[config.mk]
export PLATFORM = sky130hd
export DESIGN_NAME = inst_fifo_dual
export DESIGN_NICKNAME = d
export VERILOG_FILES = /design/src/rtl/sirius_pkg.sv /design/src/rtl/inst_fifo_ram.sv /design/src/rtl/inst_fifo_dual.sv
export SDC_FILE = /design/constraint.sdc
export NUM_CORES = 2
export LEC_CHECK = 0
export CAP_MARGIN = 10
export CORE_MARGIN = 2
export CORE_UTILIZATION = 45
export DETAILED_ROUTE_END_ITERATION = 7
export DONT_BUFFER_PORTS = 1
export GPL_TIMING_DRIVEN = 0
export PLACE_DENSITY_LB_ADDON = 0.2
export SETUP_SLACK_MARGIN = 0.5
export SLEW_MARGIN = 0
export SYNTH_ARGS = -nofsm -noshare
export SYNTH_HDL_FRONTEND = slang
export SYNTH_SLANG_ARGS = --single-unit
[constraint.sdc]
create_clock -name clk -period 20.3 [get_ports clk]
set_clock_uncertainty 0.05 [all_clocks]
set_input_delay 2.03 -clock clk [delete_from_list [all_inputs] [get_ports clk]]
set_output_delay 2.03 -clock clk [all_outputs]
set_load 0.02 [all_outputs]
[src/rtl/sirius_pkg.sv]
// Shared types for the sirius front end: the FIFO entry layout and default FIFO depth.
package sirius_pkg;

    typedef struct packed {
        logic [31:0] pc;
        logic [31:0] inst;
    } fifo_entry_t;

    localparam int INST_FIFO_DEPTH = 16;

endpackage

[src/rtl/inst_fifo_ram.sv]
// DEPTH x fifo_entry_t register file: two write ports, two asynchronous read ports.
// Storage is not reset; validity is tracked entirely by the pointer logic in the top.
import sirius_pkg::*;

module inst_fifo_ram #(
    parameter int DEPTH = INST_FIFO_DEPTH,
    parameter int PTR_W = $clog2(DEPTH)
) (
    input  logic              clk,
    input  logic              we1_i,
    input  logic              we2_i,
    input  logic [PTR_W-1:0]  waddr1_i,
    input  logic [PTR_W-1:0]  waddr2_i,
    input  fifo_entry_t       wdata1_i,
    input  fifo_entry_t       wdata2_i,
    input  logic [PTR_W-1:0]  raddr1_i,
    input  logic [PTR_W-1:0]  raddr2_i,
    output fifo_entry_t       rdata1_o,
    output fifo_entry_t       rdata2_o
);

    fifo_entry_t mem_q [DEPTH];

    // The two write addresses are always tail and tail+1, so they never collide.
    always_ff @(posedge clk) begin
        if (we1_i) mem_q[waddr1_i] <= wdata1_i;
        if (we2_i) mem_q[waddr2_i] <= wdata2_i;
    end

    assign rdata1_o = mem_q[raddr1_i];
    assign rdata2_o = mem_q[raddr2_i];

endmodule

[src/rtl/inst_fifo_dual.sv]
// Dual-issue instruction FIFO between fetch and decode, first-word-fall-through.
// Optional same-cycle bypass of an empty FIFO is enabled by defining INST_FIFO_BYPASS_EN.
import sirius_pkg::*;

module inst_fifo_dual #(
    parameter int DEPTH = INST_FIFO_DEPTH
) (
    input  logic        clk,
    input  logic        rst,
    input  logic        flush,
    input  logic        write_en1,
    input  logic        write_en2,
    input  logic [31:0] write_inst1,
    input  logic [31:0] write_inst2,
    input  logic [31:0] write_addr1,
    input  logic [31:0] write_addr2,
    input  logic        read_en1,
    input  logic        read_en2,
    output logic [31:0] read_inst1,
    output logic [31:0] read_inst2,
    output logic [31:0] read_addr1,
    output logic [31:0] read_addr2,
    output logic        read_valid1,
    output logic        read_valid2,
    output logic        full,
    output logic        empty
);

    localparam int PTR_W = $clog2(DEPTH);

    logic [PTR_W-1:0] head_q, head_d, tail_q, tail_d;
    logic [PTR_W:0]   count_q, count_d;
    logic [PTR_W:0]   n_push, n_req, n_pop, avail;
    logic             push_ok, wr_live, bypass_w;
    fifo_entry_t      wdata1, wdata2, rdata1, rdata2;

    assign full    = count_q >= (PTR_W+1)'(DEPTH - 1);
    assign empty   = count_q == '0;
    assign wr_live = rst & ~flush;

    // write_en2 alone is meaningless and is dropped along with pushes while full.
    assign push_ok = write_en1 & ~full;
    assign n_push  = push_ok ? (write_en2 ? (PTR_W+1)'(2) : (PTR_W+1)'(1)) : '0;

`ifdef INST_FIFO_BYPASS_EN
    assign bypass_w = empty & push_ok & wr_live;
`else
    assign bypass_w = 1'b0;
`endif

    // Bypassed entries are written to storage anyway; advancing head past them discards them.
    assign avail = bypass_w ? n_push : count_q;
    assign n_req = (PTR_W+1)'(read_en1) + (PTR_W+1)'(read_en1 & read_en2);
    assign n_pop = (n_req > avail) ? avail : n_req;

    always_comb begin
        head_d  = head_q + n_pop[PTR_W-1:0];
        tail_d  = tail_q + n_push[PTR_W-1:0];
        count_d = count_q + n_push - n_pop;
        if (!rst || flush) begin
            head_d  = '0;
            tail_d  = '0;
            count_d = '0;
        end
    end

    always_ff @(posedge clk) begin
        head_q  <= head_d;
        tail_q  <= tail_d;
        count_q <= count_d;
    end

    assign wdata1 = '{pc: write_addr1, inst: write_inst1};
    assign wdata2 = '{pc: write_addr2, inst: write_inst2};

    inst_fifo_ram #(
        .DEPTH (DEPTH),
        .PTR_W (PTR_W)
    ) u_ram (
        .clk      (clk),
        .we1_i    (push_ok & wr_live),
        .we2_i    (push_ok & write_en2 & wr_live),
        .waddr1_i (tail_q),
        .waddr2_i (tail_q + PTR_W'(1)),
        .wdata1_i (wdata1),
        .wdata2_i (wdata2),
        .raddr1_i (head_q),
        .raddr2_i (head_q + PTR_W'(1)),
        .rdata1_o (rdata1),
        .rdata2_o (rdata2)
    );

    always_comb begin
        read_valid1 = 1'b0;
        read_valid2 = 1'b0;
        read_inst1  = '0;
        read_addr1  = '0;
        read_inst2  = '0;
        read_addr2  = '0;
        if (bypass_w) begin
            read_valid1 = 1'b1;
            read_inst1  = write_inst1;
            read_addr1  = write_addr1;
            if (write_en2) begin
                read_valid2 = 1'b1;
                read_inst2  = write_inst2;
                read_addr2  = write_addr2;
            end
        end else begin
            if (count_q >= (PTR_W+1)'(1)) begin
                read_valid1 = 1'b1;
                read_inst1  = rdata1.inst;
                read_addr1  = rdata1.pc;
            end
            if (count_q >= (PTR_W+1)'(2)) begin
                read_valid2 = 1'b1;
                read_inst2  = rdata2.inst;
                read_addr2  = rdata2.pc;
            end
        end
    end

endmodule

==> report_table.html <==
<table>
<tr><th>Metric</th><th>Value</th></tr>
<tr><th colspan="2">Logic synthesis</th></tr>
<tr><td>Netlist Area Pre-Place</td><td>60700 sq um</td></tr>
<tr><td>Yosys cell types</td><td>44</td></tr>
<tr><td>Main area contributors after synthesis</td><td>sky130_fd_sc_hd__edfxtp_1 51%, sky130_fd_sc_hd__mux4_2 19%, sky130_fd_sc_hd__mux2_2 18%, sky130_fd_sc_hd__mux2i_1 3.2%, sky130_fd_sc_hd__mux2_1 2.4%</td></tr>
<tr><td>Post-synth top area share</td><td>50.7%</td></tr>
<tr><td>Warnings, synthesis</td><td>0</td></tr>
<tr><td>Nets in the synthesized netlist</td><td>3723</td></tr>
<tr><td>Largest area contributor in the netlist</td><td>sky130_fd_sc_hd__edfxtp_1</td></tr>
<tr><td>Number of register bits inferred by synthesis</td><td>1037</td></tr>
<tr><td>Post-synthesis sequential area ratio</td><td>51.1%</td></tr>
<tr><td>Mean instance size in the synthesized netlist</td><td>17.0 sq um</td></tr>
<tr><td>Cells after Synth</td><td>3571</td></tr>
<tr><th colspan="2">Worst hold path</th></tr>
<tr><td>Hold path depth</td><td>3</td></tr>
<tr><td>Classification of the worst-slack hold path</td><td>reg -&gt; reg</td></tr>
<tr><th colspan="2">Clocking</th></tr>
<tr><td>H-tree Lvls</td><td>3</td></tr>
<tr><td>Clock-pin transition on the worst setup and hold timing paths</td><td>0.06 ns</td></tr>
<tr><td>Inserted Clock Buffers</td><td>119</td></tr>
<tr><td>CTS sink cnt</td><td>1037</td></tr>
<tr><td>Post-CTS Resized</td><td>0</td></tr>
<tr><td>Clock Latency Late Sink</td><td>0.75 ns</td></tr>
<tr><td>CTS Hold Buffers Added</td><td>0</td></tr>
<tr><td>Root buf cell</td><td>sky130_fd_sc_hd__clkbuf_16</td></tr>
<tr><td>CTS tree</td><td>built</td></tr>
<tr><td>Maximum root-to-sink buffer count</td><td>3</td></tr>
<tr><td>Number of buffers inserted to repair setup after CTS</td><td>0</td></tr>
<tr><th colspan="2">Floorplanning</th></tr>
<tr><td># rows</td><td>134</td></tr>
<tr><td>DIE AREA</td><td>138000 sq um</td></tr>
<tr><td>Placeable core area</td><td>134000 sq um</td></tr>
<tr><td>Die boundary width</td><td>371 microns</td></tr>
<tr><td>I/O pin count</td><td>267</td></tr>
<tr><td>Initial cell density of the core</td><td>45.4%</td></tr>
<tr><td>Die boundary height</td><td>371 microns</td></tr>
<tr><th colspan="2">Flow run</th></tr>
<tr><td>Number of max-cap violations</td><td>0</td></tr>
<tr><th colspan="2">Routing</th></tr>
<tr><td>Vias post-DR</td><td>37200</td></tr>
<tr><td>ANT nets after route</td><td>0</td></tr>
<tr><td>Routed WL</td><td>208000 microns</td></tr>
<tr><td>Post-route DRC</td><td>0</td></tr>
<tr><td>Mean routed wirelength per cell</td><td>36.9 microns</td></tr>
<tr><td>Initial DRC count</td><td>4308</td></tr>
<tr><td>Pre-Repair DR Iteration Count</td><td>6</td></tr>
<tr><td>Post-detailed-route via-to-cell ratio</td><td>6.62</td></tr>
<tr><th colspan="2">Place</th></tr>
<tr><td>Final weighted congestion of routability-driven global placement</td><td>0.816</td></tr>
<tr><td>DPL Wire Length</td><td>141000 microns</td></tr>
<tr><td>DP Worst Slack</td><td>14.42 ns</td></tr>
<tr><td>Quantity of I/O buffers inserted on ports</td><td>0</td></tr>
<tr><th colspan="2">STA</th></tr>
<tr><td>Transition time of the tightest slew-check pin</td><td>1.36 ns</td></tr>
<tr><td>Final count of negative-setup-slack endpoints</td><td>0</td></tr>
<tr><td>Number of hold violations in the final report</td><td>0</td></tr>
<tr><td>FMAX</td><td>146 MHz</td></tr>
<tr><td>Final sum of negative setup slack</td><td>0 ns</td></tr>
<tr><td>Slew margin rel.</td><td>9.38%</td></tr>
<tr><td>Max-slew violation count</td><td>0</td></tr>
<tr><td>Crit share post-route</td><td>33.8%</td></tr>
<tr><td>Fin crit period</td><td>6.86 ns</td></tr>
<tr><td>Worst-case setup margin in the final layout</td><td>13.44 ns</td></tr>
<tr><td>Unrepaired setup endpoints after global routing</td><td>false</td></tr>
<tr><th colspan="2">Global routing</th></tr>
<tr><td>Number of antenna violations at the first check in global routing</td><td>7</td></tr>
<tr><td>Via count of the first global-routing pass</td><td>38300</td></tr>
<tr><td>First-pass GRT wire length</td><td>291000 microns</td></tr>
<tr><td>Overall track demand over capacity in global routing</td><td>30.1%</td></tr>
<tr><td>Maximum number of pins on one net before global-route repair</td><td>22</td></tr>
<tr><td>GR Overflow Total</td><td>0</td></tr>
<tr><th colspan="2">Cells and area</th></tr>
<tr><td>Fillcell total</td><td>11000</td></tr>
<tr><td>Net count reported at finish</td><td>3904</td></tr>
<tr><td>Area of the multi-input gates</td><td>27800 sq um</td></tr>
<tr><td>Sequential Area</td><td>31000 sq um</td></tr>
<tr><td>Final Core Density</td><td>51.1%</td></tr>
<tr><td>Layout cell share with drive strength beyond 1</td><td>50.4%</td></tr>
<tr><td>Area Overhead vs Synth</td><td>12.6%</td></tr>
<tr><th colspan="2">Setup path</th></tr>
<tr><td>Data required, critical path</td><td>18.22 ns</td></tr>
<tr><td>Worst-case reg-to-reg path depth</td><td>11</td></tr>
<tr><td>Crit path kind</td><td>reg -&gt; out</td></tr>
<tr><td>Signal arrival time at the worst endpoint</td><td>4.78 ns</td></tr>
<tr><td>Critical Path Source Type</td><td>flop</td></tr>
<tr><td>Max FO, Critical Path</td><td>10</td></tr>
<tr><td>Worst reg2reg setup slack</td><td>16.71 ns</td></tr>
<tr><td>Critical Path Sink Type</td><td>primary output</td></tr>
<tr><th colspan="2">Outcome</th></tr>
<tr><td>Result of the run</td><td>completed</td></tr>
<tr><th colspan="2">Power and ir drop</th></tr>
<tr><td>P_leak</td><td>21.3 nW</td></tr>
<tr><td>Max IR drop VDD</td><td>0.0000729 V</td></tr>
<tr><td>Total power per unit cell area</td><td>92.2 nW/um^2</td></tr>
</table>
## cells by family (layout without fill, tap and decap cells)
logic type,after synthesis,after routing,share of synthesized area (%)
multiplexers,1792,1792,42.4
flip-flops,1037,1037,51.1
buffers and inverters,430,708,3.34
AO/OA/AOI/OAI,211,211,1.92
AND/OR/NAND/NOR,75,75,0.734
adder cells (fa/ha/maj),17,17,0.400
XOR/XNOR,8,8,0.115
other,1,5,0.00618
## final cells by class
type / count / share of cell area (%)
multi-input cells: 2104 / 40.7
clock buffers: 148 / 4.62
diodes: 4 / 0.0147
flip-flops and latches: 1037 / 45.4
well taps: 1768 / 3.24
repair buffers: 60 / 1.99
inverters: 13 / 0.0714
plain buffers: 417 / 2.90
clock inverters: 70 / 1.08
## per-layer routing
metal	track usage, %	wire length (microns)	up-vias
met5	0	41	-
met4	11.5	8190	6
met3	6.37	17700	406
met2	49.1	101000	1903
met1	39.4	81000	19800
li1	-	-	15100
## worst max-delay path, cell delays in order, from the launching register on
cell	delay [ns]
sky130_fd_sc_hd__dfxtp_1	0.43
sky130_fd_sc_hd__buf_2	0.46
sky130_fd_sc_hd__buf_6	0.33
sky130_fd_sc_hd__nand3_1	0.15
sky130_fd_sc_hd__xnor2_1	0.22
sky130_fd_sc_hd__nand2_1	0.84
sky130_fd_sc_hd__clkbuf_1	0.64
sky130_fd_sc_hd__o22ai_1	0.95
## where the power goes
part	switching [mW]	total [mW]	internal, mW	leakage (nW)
Sequential	0.0141	2.39	2.38	9.32
Clock	0.922	2.20	1.27	1.92
Combinational	1.13	1.71	0.579	10.1
## stage by stage
stage	power (mW)	hold WS, ns	instance area [sq um]	cells
CTS	6.32	0.650	68300	5616
floorplan	3.60	0.525	60700	3571
global placement	4.13	0.617	62900	5339
global route	6.48	0.700	68300	5617
finish	6.30	0.650	68300	5621
detailed placement	4.14	0.634	64400	5398
## synthesized netlist by cell type, drive strengths merged
master,number
or3,1
nor2b,5
mux4,513
nand3b,2
o21ai,74
dfxtp,13
fa,4
and2,9
mux2i,192
buf,220
o211ai,2
conb,1
ha,13
nor3,3
nand2b,3
o21a,1
mux2,1087
a21oi,66
nand2,6
nand3,19
nor3b,3
o22ai,64
and2b,1
xnor2,5
a21o,2
nor2,20
a41oi,1
inv,13
clkbuf,197
edfxtp,1024
xor2,3
and3,2
or4,1
a2111oi,1
## placed cells by master (no fill, tap or decap), drive strengths merged, types with 2 or more instances in the layout
| cell type | count |
|---|---|
| a21o | 2 |
| a21oi | 66 |
| and2 | 9 |
| and3 | 2 |
| buf | 280 |
| bufinv | 14 |
| clkbuf | 345 |
| clkinv | 50 |
| dfxtp | 13 |
| diode | 4 |
| edfxtp | 1024 |
| fa | 4 |
| ha | 13 |
| inv | 18 |
| mux2 | 1087 |
| mux2i | 192 |
| mux4 | 513 |
| nand2 | 6 |
| nand2b | 3 |
| nand3 | 19 |
| nand3b | 2 |
| nor2 | 20 |
| nor2b | 5 |
| nor3 | 3 |
| nor3b | 3 |
| o211ai | 2 |
| o21ai | 74 |
| o22ai | 64 |
| xnor2 | 5 |
| xor2 | 3 |
## path summary, 6_finish.rpt
kind | startpoint | endpoint
setup / recovery | head_q[0] | read_inst2[2]
hold / removal | tail_q[2] | tail_q[2]
setup reg to reg | avail[1] | avail[4]
hold reg to reg | tail_q[2] | tail_q[2]
## sequential cells by signal (all words and copies together), names as in the netlist
| name | count |
|---|---|
| tail_q | 4 |
| head_q | 4 |
| u_ram.mem_q | 1024 |
| avail | 5 |
Note: power is estimated with default switching activity, not from simulation.
